File: config.mk
export PLATFORM = sky130hd
export DESIGN_NAME = c17
export DESIGN_NICKNAME = d
export VERILOG_FILES = /design/src/rtl/c17.sv
export SDC_FILE = /design/constraint.sdc
export NUM_CORES = 1
export LEC_CHECK = 0
export ABC_AREA = 1
export ABC_CLOCK_PERIOD_IN_PS = 800
export BUFFER_PORTS_ARGS = -buffer_cell sky130_fd_sc_hd__buf_4
export CORE_AREA = 2 2 39 41
export CTS_CLUSTER_SIZE = 28
export DETAILED_ROUTE_END_ITERATION = 8
export DIE_AREA = 0 0 41 43
export GPL_ROUTABILITY_DRIVEN = 1
export PLACE_DENSITY = 0.46
export SLEW_MARGIN = 20
export SYNTH_ARGS = -nofsm -noshare
export SYNTH_HDL_FRONTEND = slang
export SYNTH_SLANG_ARGS = --single-unit
File: constraint.sdc
create_clock -name clk -period 0.8 [get_ports clk]
set_input_delay 0.08 -clock clk [delete_from_list [all_inputs] [get_ports clk]]
set_output_delay 0.08 -clock clk [all_outputs]
set_load 0.02 [all_outputs]
File: src/rtl/c17.sv
// ISCAS-85 c17 NAND cone with optional input and output register stages.
// Ports: clk, rst (async, active-high), N1/N2/N3/N6/N7 in, N22/N23 out.
module c17 #(
  parameter int IN_REG  = 1,
  parameter int OUT_REG = 1
) (
  input  logic clk,
  input  logic rst,
  input  logic N1,
  input  logic N2,
  input  logic N3,
  input  logic N6,
  input  logic N7,
  output logic N22,
  output logic N23
);

  // Input vector packed as {N7,N6,N3,N2,N1}.
  logic [4:0] vin;
  logic [4:0] vq;

  assign vin = {N7, N6, N3, N2, N1};

  generate
    if (IN_REG != 0) begin : g_in_reg
      always_ff @(posedge clk or posedge rst) begin
        if (rst) begin
          vq <= '0;
        end else begin
          vq <= vin;
        end
      end
    end else begin : g_in_pass
      assign vq = vin;
    end
  endgenerate

  logic n10;
  logic n11;
  logic n16;
  logic n19;
  logic n22c;
  logic n23c;

  assign n10  = ~(vq[0] & vq[2]);
  assign n11  = ~(vq[2] & vq[3]);
  assign n16  = ~(vq[1] & n11);
  assign n19  = ~(n11 & vq[4]);
  assign n22c = ~(n10 & n16);
  assign n23c = ~(n16 & n19);

  generate
    if (OUT_REG != 0) begin : g_out_reg
      always_ff @(posedge clk or posedge rst) begin
        if (rst) begin
          N22 <= 1'b0;
          N23 <= 1'b0;
        end else begin
          N22 <= n22c;
          N23 <= n23c;
        end
      end
    end else begin : g_out_pass
      assign N22 = n22c;
      assign N23 = n23c;
    end
  endgenerate

endmodule

# After elaboration in Yosys (flattened, before gate mapping)
# Index checks and enable logic that the tools add are counted.
[op_classes]
bitwise = 12
[op_table]
columns = ["operator", "count"]
rows = [
  ["1-bit AND", 6],
  ["1-bit NOT", 6],
]
[totals]
reg_bits = 7
input_bits = 7
out_inout_bits = 2
word_cells = 15

# Depth between registers and ports, before layout
[logic_depth]
depth_word = 6
depth_mapped = 3
ltp_nobuf = 3

# Worst setup path before layout
# Ideal clock, no wire load.
[synth_timing]
path_type = "reg-to-reg"
start = "reg vq[1]"
end = "reg N23"
setup_ps = 118
arrival_time_ps = 513
t_required_ps = 682
setup_slack_ps = 169
path_stages_with_launch = 3
path_buffers = 0
period_less_slack_ps = 631
cell_sequence = "dfrtp_1 nor2_1 nor2_2"
[synth_via]
elab_chain_cells = 4
[synth_lines]
columns = ["element", "line", "source"]
rows = [
  ["from (decl)", "20", "logic [4:0] vq;"],
  ["from (signal assigned)", "30", "vq <= vin;"],
  ["1-bit AND", "47", "assign n16 = ~(vq[1] & n11);"],
  ["1-bit NOT", "47", ""],
  ["1-bit AND", "50", "assign n23c = ~(n16 & n19);"],
  ["1-bit NOT", "50", ""],
  ["net n23c", "43", "logic n23c;"],
  ["to (signal assigned)", "60", "N23 <= n23c;"],
  ["to (decl)", "15", "output logic N23"],
]
# The timed path passes the listed nets, and every way through them passes these cells.

# Final worst setup path
[layout_timing]
start = "reg N22"
end = "out N22"
[layout_lines]
columns = ["element", "line", "source"]
rows = [
  ["from (decl)", "14", "output logic N22,"],
  ["from (signal assigned)", "59", "N22 <= n22c;"],
]
# No word-level cell between the ends.

==> impl_metrics.toml <==
[outcome]
violations = "setup timing"
status = "finished, violations left"

[critical_path]
crit_family = "flip-flops"
crit_chain = "buf_6"
ff2ff_path_depth = 2
critical_path.slowest_cell = "dfrtp_1"
critPathCaptureType = "output pin"
rr_endpoint = "N23"
cp.arrival_ns = 0.76
startpoint = "N22"
required_ns = 0.72
rrSetupSlack_ns = 0.15
r2r_start = "vq[1]"
worst-setup-path-type = "reg2out"
critPathLaunchType = "flop"
worst-path-stages = 1
crit_path_end = "N22"
crit_fanout = 1
cp.buffers_inverters = 1
cp_slowest_stage_delay_ns = 0.37

[routing]
drt_first_iter_violations = 3
num_vias = 163
drc = 0
post_drt_wl_per_cell_um = 8.22
drt-pass1-iter-count = 2
antenna_left = 0
drt-vias-per-instance = 3.33
drt_wl_total_um = 403

[floorplanning]
rows = 14
die_x_um = 41
ios = 9
die_h_um = 43
dieArea_mm2 = 0.00176
initial_core_util_pct = 15.0
core_area_mm2 = 0.00138

[place]
port_buffers = 8
gp_congestion = 0.594
hpwl_um = 249

[timing]
period_needed_ns = 0.838
finalCritPeriodShare_pct = 105
maxSlewViolCount = 0
fmax_ghz = 1.19
skew_ns = 0.000650
setup_viol = 2
worst-slew-pin-transition_ns = 0.261
setup_slack_ns = -0.0379
hold_ws_ns = 0.316
hold_viol = 0
rsz0062_at_grt = "true"
slew_headroom_pct = 82.6

[layout]
fillers = 144
antenna_cells = 0
multi_input_area_um2 = 25.0
drive_gt1_share_pct = 39.4
synthToLayoutAreaGrowth_pct = 84.3
fin_nets = 41
fin_util_pct = 27.7
regArea_um2 = 175

[logic_synthesis]
yosys.area.top_type = "dfrtp_1"
yosys-top-cells-count = "7 x dfrtp_1, 4 x nand2_1, 2 x inv_1, 1 x nor2_1, 1 x nor2_2"
synth_top_area_share_pct = 84.3
yosys_warnings = 0
yosys-top-cells-area = "dfrtp_1 84%, nand2_1 7.2%, inv_1 3.6%, nor2_2 3.0%, nor2_1 1.8%"
synth_cells = 15
ys_async_sr_fraction_pct = 100
yosys.cell_count.top_type = "dfrtp_1"
ys_ff_latch = 7
avgSynthCellArea_um2 = 13.8
ys_seq_area_share_pct = 84.3
netlist_area_um2 = 208
yosysUniqueCellTypes = 5
synth_ff_type = "dfrtp_1"
syn_nets = 22
synth-edff-count = 0

[power]
leakage_uw = 0.000193
power.density_mw_per_mm2 = 2080
vdd_drop_max_uv = 959
power_uw = 797

[global_route]
antenna_found_initial = 0
gr-total-overflow = 0
grt_pass1_vias = 167
grt_pass1_wl_um = 593
grt_use_total_pct = 6.09
grt_max_degree = 8

[clock_network]
cts_tree = "yes"
htreeDepth = 1
cts_root_buf = "clkbuf_4"
clock_latency_ns = 0.25
cts_buffers = 3
post_cts_buffers = 0
clockBufferDepth = 2
cts.sinks = 7
clk_pin_slew_ns = 0.05

[job]
maxCapViolCount = 0

[min_path]
hold_class = "in2async"
==> cell families after synthesis <==
group / count (synthesis) / share of synthesized area, %
and+or+nand+nor: 6 / 12.0
buffers and inverters: 2 / 3.62
DFF: 7 / 84.3
==> repair_timing <==
action,in CTS,in global routing
endpoints found under the hold margin,12,0
gates resized for setup,2,0
setup endpoints to repair,2,2
gates cloned,0,0
hold buffers,6,0
pin swaps,0,0
==> per-stage QoR <==
step | area [um2] | setup slack [ns] | std cells | TNS (ns)
6_report | 383 | -0.0379 | 49 | -0.0700
5_1_grt | 383 | -0.0645 | 49 | -0.122
4_1_cts | 383 | -0.0491 | 49 | -0.0933
3_5_place_dp | 288 | 0.158 | 39 | 0
3_3_place_gp | 288 | 0.156 | 39 | 0
2_1_floorplan | 208 | 0.169 | 15 | 0
==> routing by layer <==
metal | share of wire, % | vias up | track usage (%)
li1 | - | 79 | -
met1 | 27 | 72 | 3.32
met2 | 56 | 12 | 9.06
met3 | 16 | 0 | 7.85
met4 | 0 | 0 | 4.00
met5 | 0 | - | 0
==> power by group <==
group | switching, uW | internal (uW) | leakage (uW) | total [uW]
registers | 8.01 | 375 | 0.0000811 | 383
logic | 34.0 | 57.0 | 0.0000943 | 90.9
clock network | 140 | 183 | 0.0000177 | 323
==> sequential cells by signal (all words and copies together) (netlist names) <==
register / flops
N22: 1
vq: 5
N23: 1
==> layout by cell type, fill, tap and decap left out <==
| cell type | n |
|---|---|
| dfrtp_1 | 7 |
| dlygate4sd3_1 | 6 |
| buf_4 | 6 |
| nand2_1 | 4 |
| clkbuf_4 | 3 |
| inv_1 | 2 |
| buf_6 | 2 |
| nor2_1 | 1 |
| nor2_2 | 1 |
| clkinv_2 | 1 |
==> final cells by class <==
type                            count  share of cell area [%]
Clock buffer                        3                    5.88
Clock inverter                      1                    1.31
Inverter                            2                    1.96
Multi-Input combinational cell      6                    6.54
Sequential cell                     7                    45.8
Tap cell                           16                    5.23
Timing Repair Buffer               14                    33.3
==> worst min-delay path by stage <==
stage | slack, ns | from | depth (start not counted) | to
2_1_floorplan | -0.12 | rst | 1 | N22
3_3_place_gp | 0.01 | rst | 2 | N23
3_5_place_dp | 0.03 | rst | 2 | N22
4_1_cts | 0.32 | rst | 3 | N22
5_1_grt | 0.35 | rst | 3 | vq[2]
6_report | 0.32 | rst | 3 | N22
Note: power is estimated with default switching activity, not from simulation.
